===== src/rtl/imem_boot_loader_pkg.sv =====
// rtl/imem_boot_loader_pkg.sv - state encodings and defaults shared by the boot loader files
package imem_boot_loader_pkg;

  localparam logic [2:0] S_IDLE   = 3'd0;
  localparam logic [2:0] S_CNT_HI = 3'd1;
  localparam logic [2:0] S_CNT_LO = 3'd2;
  localparam logic [2:0] S_DATA   = 3'd3;
  localparam logic [2:0] S_WRITE  = 3'd4;
  localparam logic [2:0] S_CHECK  = 3'd5;
  localparam logic [2:0] S_DONE   = 3'd6;
  localparam logic [2:0] S_ERROR  = 3'd7;

  localparam logic [7:0] DEFAULT_MAGIC = 8'hA5;

  // Busy covers every state from the count bytes through the checksum byte.
  function automatic logic is_busy_state(input logic [2:0] s);
    return (s >= S_CNT_HI) && (s <= S_CHECK);
  endfunction

endpackage


===== src/rtl/imem_boot_loader_word_assembler.sv =====
// rtl/imem_boot_loader_word_assembler.sv - MSB-first byte to 32-bit word shifter
module imem_boot_loader_word_assembler (
  input  logic        Clock,
  input  logic        NReset,
  input  logic        i_shift,
  input  logic [7:0]  i_byte,
  input  logic        i_clear,
  output logic [31:0] o_word,
  output logic        o_full
);

  logic [23:0] r_shift;
  logic [1:0]  r_byte_cnt;

  // o_word is the word as it stands once the presented byte is shifted in.
  assign o_word = {r_shift, i_byte};
  assign o_full = (r_byte_cnt == 2'd3);

  always_ff @(posedge Clock or negedge NReset) begin
    if (!NReset) begin
      r_shift    <= 24'h0;
      r_byte_cnt <= 2'd0;
    end else if (i_clear) begin
      r_shift    <= 24'h0;
      r_byte_cnt <= 2'd0;
    end else if (i_shift) begin
      r_shift    <= {r_shift[15:0], i_byte};
      r_byte_cnt <= r_byte_cnt + 2'd1;
    end
  end

endmodule


===== src/rtl/imem_boot_loader.sv =====
// rtl/imem_boot_loader.sv - framed byte stream loader for instruction memory, gates CPU reset
module imem_boot_loader
  import imem_boot_loader_pkg::*;
#(
  parameter int          DEPTH_WORDS  = 256,
  parameter logic [31:0] BASE_ADDRESS = 32'h0,
  parameter logic [7:0]  MAGIC        = DEFAULT_MAGIC
) (
  input  logic        Clock,
  input  logic        NReset,
  input  logic        ByteValid,
  input  logic [7:0]  ByteData,
  output logic        ByteReady,
  output logic        MemWriteEnable,
  output logic [31:0] MemAddress,
  output logic [31:0] MemWriteData,
  output logic        CpuNReset,
  output logic        Busy,
  output logic        Done,
  output logic        Error
);

  localparam int IDX_W = $clog2(DEPTH_WORDS + 1);

  logic [2:0]       r_state;
  logic [15:0]      r_count;
  logic [IDX_W-1:0] r_index;
  logic [7:0]       r_xor;
  logic             r_ready, r_we, r_cpu_nrst, r_busy, r_done, r_err;
  logic [31:0]      r_addr, r_wdata;

  logic [2:0]       w_next;
  logic             w_acc, w_magic_acc, w_full, w_cnt_over, w_idx_last;
  logic [15:0]      w_cnt;
  logic [IDX_W-1:0] w_idx_next;
  logic [31:0]      w_word;

  assign w_acc       = ByteValid && r_ready;
  assign w_magic_acc = w_acc && (ByteData == MAGIC) &&
                       ((r_state == S_IDLE) || (r_state == S_DONE) || (r_state == S_ERROR));
  assign w_cnt       = {r_count[15:8], ByteData};
  assign w_cnt_over  = 32'(w_cnt) > 32'(DEPTH_WORDS);
  assign w_idx_next  = r_index + IDX_W'(1);
  assign w_idx_last  = (16'(w_idx_next) == r_count);

  imem_boot_loader_word_assembler u_asm (
    .Clock  (Clock),
    .NReset (NReset),
    .i_shift(w_acc && (r_state == S_DATA)),
    .i_byte (ByteData),
    .i_clear(w_magic_acc),
    .o_word (w_word),
    .o_full (w_full)
  );

  always_comb begin
    w_next = r_state;
    case (r_state)
      S_CNT_HI: if (w_acc) w_next = S_CNT_LO;
      S_CNT_LO: begin
        if (w_acc) begin
          if (w_cnt_over)        w_next = S_ERROR;
          else if (w_cnt == '0)  w_next = S_CHECK;
          else                   w_next = S_DATA;
        end
      end
      S_DATA:   if (w_acc && w_full) w_next = S_WRITE;
      S_WRITE:  w_next = w_idx_last ? S_CHECK : S_DATA;
      S_CHECK:  if (w_acc) w_next = (ByteData == r_xor) ? S_DONE : S_ERROR;
      default:  if (w_magic_acc) w_next = S_CNT_HI;
    endcase
  end

  always_ff @(posedge Clock or negedge NReset) begin
    if (!NReset) begin
      r_state    <= S_IDLE;
      r_count    <= 16'h0;
      r_index    <= '0;
      r_xor      <= 8'h0;
      r_ready    <= 1'b0;
      r_we       <= 1'b0;
      r_cpu_nrst <= 1'b0;
      r_busy     <= 1'b0;
      r_done     <= 1'b0;
      r_err      <= 1'b0;
      r_addr     <= 32'h0;
      r_wdata    <= 32'h0;
    end else begin
      // Status outputs are registered from the next state so they line up with it.
      r_state    <= w_next;
      r_ready    <= (w_next != S_WRITE);
      r_we       <= (w_next == S_WRITE);
      r_cpu_nrst <= (w_next == S_DONE);
      r_done     <= (w_next == S_DONE);
      r_err      <= (w_next == S_ERROR);
      r_busy     <= is_busy_state(w_next);

      if (w_magic_acc) begin
        r_xor   <= 8'h0;
        r_index <= '0;
      end
      if (w_acc) begin
        case (r_state)
          S_CNT_HI: begin
            r_count[15:8] <= ByteData;
            r_xor         <= r_xor ^ ByteData;
          end
          S_CNT_LO: begin
            r_count[7:0] <= ByteData;
            r_xor        <= r_xor ^ ByteData;
          end
          S_DATA: begin
            r_xor <= r_xor ^ ByteData;
            if (w_full) begin
              r_wdata <= w_word;
              r_addr  <= BASE_ADDRESS + 32'({r_index, 2'b00});
            end
          end
          default: ;
        endcase
      end
      if (r_state == S_WRITE) r_index <= w_idx_next;
    end
  end

  assign ByteReady      = r_ready;
  assign MemWriteEnable = r_we;
  assign MemAddress     = r_addr;
  assign MemWriteData   = r_wdata;
  assign CpuNReset      = r_cpu_nrst;
  assign Busy           = r_busy;
  assign Done           = r_done;
  assign Error          = r_err;

endmodule


===== config.mk =====
export PLATFORM = sky130hd
export DESIGN_NAME = imem_boot_loader
export DESIGN_NICKNAME = d
export VERILOG_FILES = /design/src/rtl/imem_boot_loader_pkg.sv /design/src/rtl/imem_boot_loader_word_assembler.sv /design/src/rtl/imem_boot_loader.sv
export SDC_FILE = /design/constraint.sdc
export NUM_CORES = 1
export LEC_CHECK = 0
export CORE_MARGIN = 5
export CORE_UTILIZATION = 25
export DETAILED_ROUTE_END_ITERATION = 7
export SLEW_MARGIN = 15
export SYNTH_ARGS = -nofsm -noshare
export SYNTH_HDL_FRONTEND = slang
export SYNTH_SLANG_ARGS = --single-unit

===== constraint.sdc =====
create_clock -name Clock -period 2 [get_ports Clock]
set_input_delay 0.4 -clock Clock [delete_from_list [all_inputs] [get_ports Clock]]
set_output_delay 0.4 -clock Clock [all_outputs]
set_load 0.02 [all_outputs]

# Yosys cells after proc, flatten, opt, wreduce, memory -nomap -nowiden
# Index checks and enable logic that the tools add are counted.
# word_totals
ram_bits	0
rom_bits	0
out_inout_bits	70
latchBits	0
reg_bits	108
memories	0
wordCells	70
# classes
mul	0
n_lt_le_gt_ge	3
mux	19
add_sub_neg	2
div	0
reduce_logical	16
n_bitwise	1
shift	0
n_eq_ne	15
# op_table
operator	n
2-to-1 mux 24 bit	2
2-to-1 mux 3 bit	8
2-to-1 mux 8 bit	3
equality test 3 bit (second input constant)	7
2-to-1 mux 9 bit	2
equality test 9 x 16 -> 1 bit	1
> comparator 16 x 9 -> 1 bit (second input constant)	1
zero test 16 bit	1
one-hot mux 3 bit (5 select lines)	1
adder 9 x 1 -> 9 bit (second input constant)	1
equality test 8 bit	1
equality test 8 bit (second input constant)	1
bitwise XOR 8 bit	1
equality test 3 x 2 -> 1 bit (second input constant)	2
logical AND 1 bit	6
2-to-1 mux 2 bit	2
AND reduction 2 bit	2
nonzero test 2 bit	2
equality test 3 x 1 -> 1 bit (second input constant)	1
>= comparator 3 x 1 -> 1 bit (second input constant)	1
<= comparator 3 bit (second input constant)	1
zero test 3 bit	1
inequality test 3 bit (second input constant)	1
AND reduction 3 bit	1
other kinds (5)	6

# Logic depth before layout (Yosys ltp)
# depth
depth_word	8
depth_mapped	8
ltp_nobuf	6

# Cells and area by module
# Synthesis repeated with hierarchy kept, for this count alone.
# hier_totals
cells_unflattened	435
area_unflattened_um2	5156.2
# modules_own_cells
module	instances	cells_each	seq_area_each_um2	area_per_inst_um2
imem_boot_loader	1	342	2052.0	4008.8
imem_boot_loader_word_assembler	1	93	650.6	1147.4

# Worst setup path before layout
# OpenSTA, ideal clock, no wires.
# synth_timing
path_kind	reg2reg
start	reg r_index[0]
end	reg r_state[1]
path_slack_ns	-0.057
arrival_time_ns	1.938
setup_ns	0.119
n_path_buf	0
stages_incl_launch_ff	7
required_time_ns	1.881
cell_sequence	dfrtp_1 ha_1 xor3_1 nor3_1 o2111ai_1 a2111o_1 a21bo_1
# synth_via
elab_chain_cells	4
# synth_rtl
item	line_no	rtl
start: declaration	imem_boot_loader.sv:27	logic [IDX_W-1:0] r_index;
start signal: assignment	imem_boot_loader.sv:122	if (r_state == S_WRITE) r_index <= w_idx_next;
adder 9 x 1 -> 9 bit	imem_boot_loader.sv:43	assign w_idx_next = r_index + IDX_W'(1);
equality test 9 x 16 -> 1 bit	imem_boot_loader.sv:44	assign w_idx_last = (16'(w_idx_next) == r_count);
2-to-1 mux 3 bit	imem_boot_loader.sv:68	S_WRITE: w_next = w_idx_last ? S_CHECK : S_DATA;
one-hot mux 3 bit (5 select lines)	imem_boot_loader.sv:58	case (r_state)
via w_next[1]	imem_boot_loader.sv:32	logic [2:0] w_next;
end signal: assignment	imem_boot_loader.sv:90	r_state <= w_next;
end: declaration	imem_boot_loader.sv:25	logic [2:0] r_state;
# The timed path passes the listed nets, and every way through them passes these cells.
# A chain may end at the register's enable or synchronous reset.

# Worst setup path in the final report
# layout_timing
start	reg r_index[1]
end	reg r_state[1]
# The elaborated chain is that of the path after synthesis.

==> qor.yml <==
status: "finished with violations"
violations: "negative hold slack"
synthTopCellsByArea: "dfrtp_1 (52%), mux2_2 (12%), nand2_1 (4.7%)"
max_stage_delay_ps: 410
r2r_slack_ps: 30
vdd_ir_drop_max_uv: 419
gp_congestion: 0.780
fp-row-count: 52
drive_above_1_share: 0.256
avgViaCountPerCell: 4.43
core_sq_um: 20200
grt_pass1_vias: 3723
num_antenna_cells: 0
synth_top_area_frac: 0.525
finalCriticalPeriod_ps: 1970
vias: 3667
finalMaxSlewViolations: 0
fin_nets: 566
wl_um: 12200
ys_ff_latch: 108
worst_setup_path_end_kind: "flop"
reg2reg_depth: 7
r2r_end: "r_state[1]"
cts_tree: "built"
cts_sinks: 108
drv_cap: 0
die_area_sq_um: 23600
report.power.total_mw: 8.69
ctsHoldBuffers: 0
hold_class: "input port to asynchronous set/reset pin"
grt_max_degree: 47
fp.dieW_um: 154
h-tree-depth: 3
cp.required_ps: 2240
die_h_um: 154
worstSkewPairLatency_ps: 350
skew_ps: 8.20
finalSetupViolations: 0
synth.distinct_cells: 54
finalSetupTns_ps: 0
netlist.top_cell.by_area: "dfrtp_1"
pwr_density_cell_nw_per_um2: 1310
clockBufferDepth: 2
ys_warn_count: 0
p_leak_nw: 2.94
route.detailed.drc: 0
cts_buffers: 9
drt-initial-drc-count: 253
crit_family: "compound AO/OA/AOI/OAI gates"
grt_pass1_wl_um: 20300
synthCells: 471
critical-path-slowest-cell: "dfrtp_1"
yosysSeqAreaShare: 0.525
dr.pass1.iters: 4
final_common_cell: "dfrtp_1"
area_growth_pct: 28.4
synthFlopType: "dfrtp_1"
r2r-start: "r_index[1]"
path_class: "flop to flop"
grt_usage: 0.106
cp.arrival_ps: 2210
ant_nets: 0
grt_setup_unrepaired: "true"
synth_edf_count: 0
critPathMaxFanout: 5
fmax_mhz: 507
top_level_ports: 81
syn_area_sq_um: 5150
start_kind: "flop"
grt_overflow: 0
antenna_found_initial: 0
initial_utilization: 0.255
layout_common_cells: "dfrtp_1 (107), nand2_1 (65), mux2_2 (57)"
final_util: 0.327
portBuffers: 57
async_reset_ff_frac: 1.00
clockRootBuffer: "clkbuf_16"
hold_viol: 6
avgRoutedWirePerCell_um: 14.8
worst-path-buf-inv: 1
place_hpwl_um: 8770
fin_crit_sh: 0.986
holdWs_ps: -6.49
clkTransAtPathRegs_ps: 70
crit_chain: "ha_4 > buf_4 > and2_1 > o21a_1 > o211a_1 > a2111o_1 > a21bo_1"
syn_avg_cell_area_sq_um: 10.9
## synthesized netlist by cell type, types with 2 or more instances
cell type  count
clkbuf_1      17
and3_1         5
ha_1           2
nand4_1        7
o2111ai_1      2
nor4_1         3
a31oi_1        3
or3_1          3
buf_4         26
nor2b_1       12
a2bb2oi_1      2
nand3_1        8
a21oi_1       26
o21ai_0        4
buf_2         15
xor2_1         4
dfrtp_1      108
xnor2_1       15
and2_1         4
a22o_1         8
nor2_1        12
nand2_1       65
mux2_2        57
o31ai_1        4
inv_1          4
o21ai_1       21
nor3_1         6
and4_1         2
## metrics by stage
step,worst slack [ps],cell area [sq um],hold slack [ps],std cells
6_report,27.5,6620,-6.49,828
5_1_grt,-51.9,6620,34.3,828
4_1_cts,13.6,6580,12.5,827
3_5_place_dp,-624,6230,393,808
3_3_place_gp,-598,6230,386,808
2_1_floorplan,12.9,5250,104,493
## sequential cells by signal (all words and copies together) (netlist names), 2 cells and up
| register | cells |
|---|---|
| r_count | 16 |
| r_xor | 8 |
| r_index | 9 |
| MemAddress | 9 |
| r_state | 3 |
| u_asm.r_shift | 24 |
| MemWriteData | 32 |
| u_asm.r_byte_cnt | 2 |
## metal layers
metal / GRT usage / part of all wire
met1: 0.152 / 0.49
met2: 0.158 / 0.45
met3: 0.0242 / 0.042
met4: 0.0383 / 0.018
met5: 0 / 0
## power breakdown
| part | internal [mW] | switching, mW |
|---|---|---|
| clock network | 0.980 | 0.818 |
| registers | 2.93 | 0.533 |
| logic | 1.75 | 1.67 |
## what timing repair did
item / CTS / global route
endpoints found under the hold margin: 0 / 0
resized for setup: 12 / 7
setup buffers: 3 / 1
setup endpoints to repair: 33 / 14
pin swaps: 4 / 0
## cell type report
| type | count | area [sq um] |
|---|---|---|
| clock buffers | 11 | 233 |
| clock inverters | 5 | 61.3 |
| fillers | 2041 | 13600 |
| inverters | 4 | 15.0 |
| multi-input cells | 321 | 2240 |
| flip-flops and latches | 108 | 2700 |
| well taps | 270 | 338 |
| repair buffers | 109 | 1020 |
## cell families after synthesis
family	Yosys count	synth area share
AND/OR/NAND/NOR	137	0.132
AO/OA/AOI/OAI	82	0.106
buffers and inverters	64	0.0709
other	1	0.000728
multiplexers	57	0.125
flip-flops	108	0.525
XOR/XNOR	20	0.0369
adder cells (fa/ha/maj)	2	0.00486
## worst max path at each step
stage | start | to | slack (ps) | cells after the start
2_1_floorplan | r_index[0] | r_state[1] | 10 | 6
3_3_place_gp | ByteData[6] | Error | -600 | 7
3_5_place_dp | ByteData[6] | Error | -620 | 7
4_1_cts | r_index[1] | r_state[1] | 10 | 6
5_1_grt | r_index[1] | r_state[1] | -50 | 6
6_report | r_index[1] | r_state[1] | 30 | 7
No activity file was read; power rests on OpenSTA's default activity.
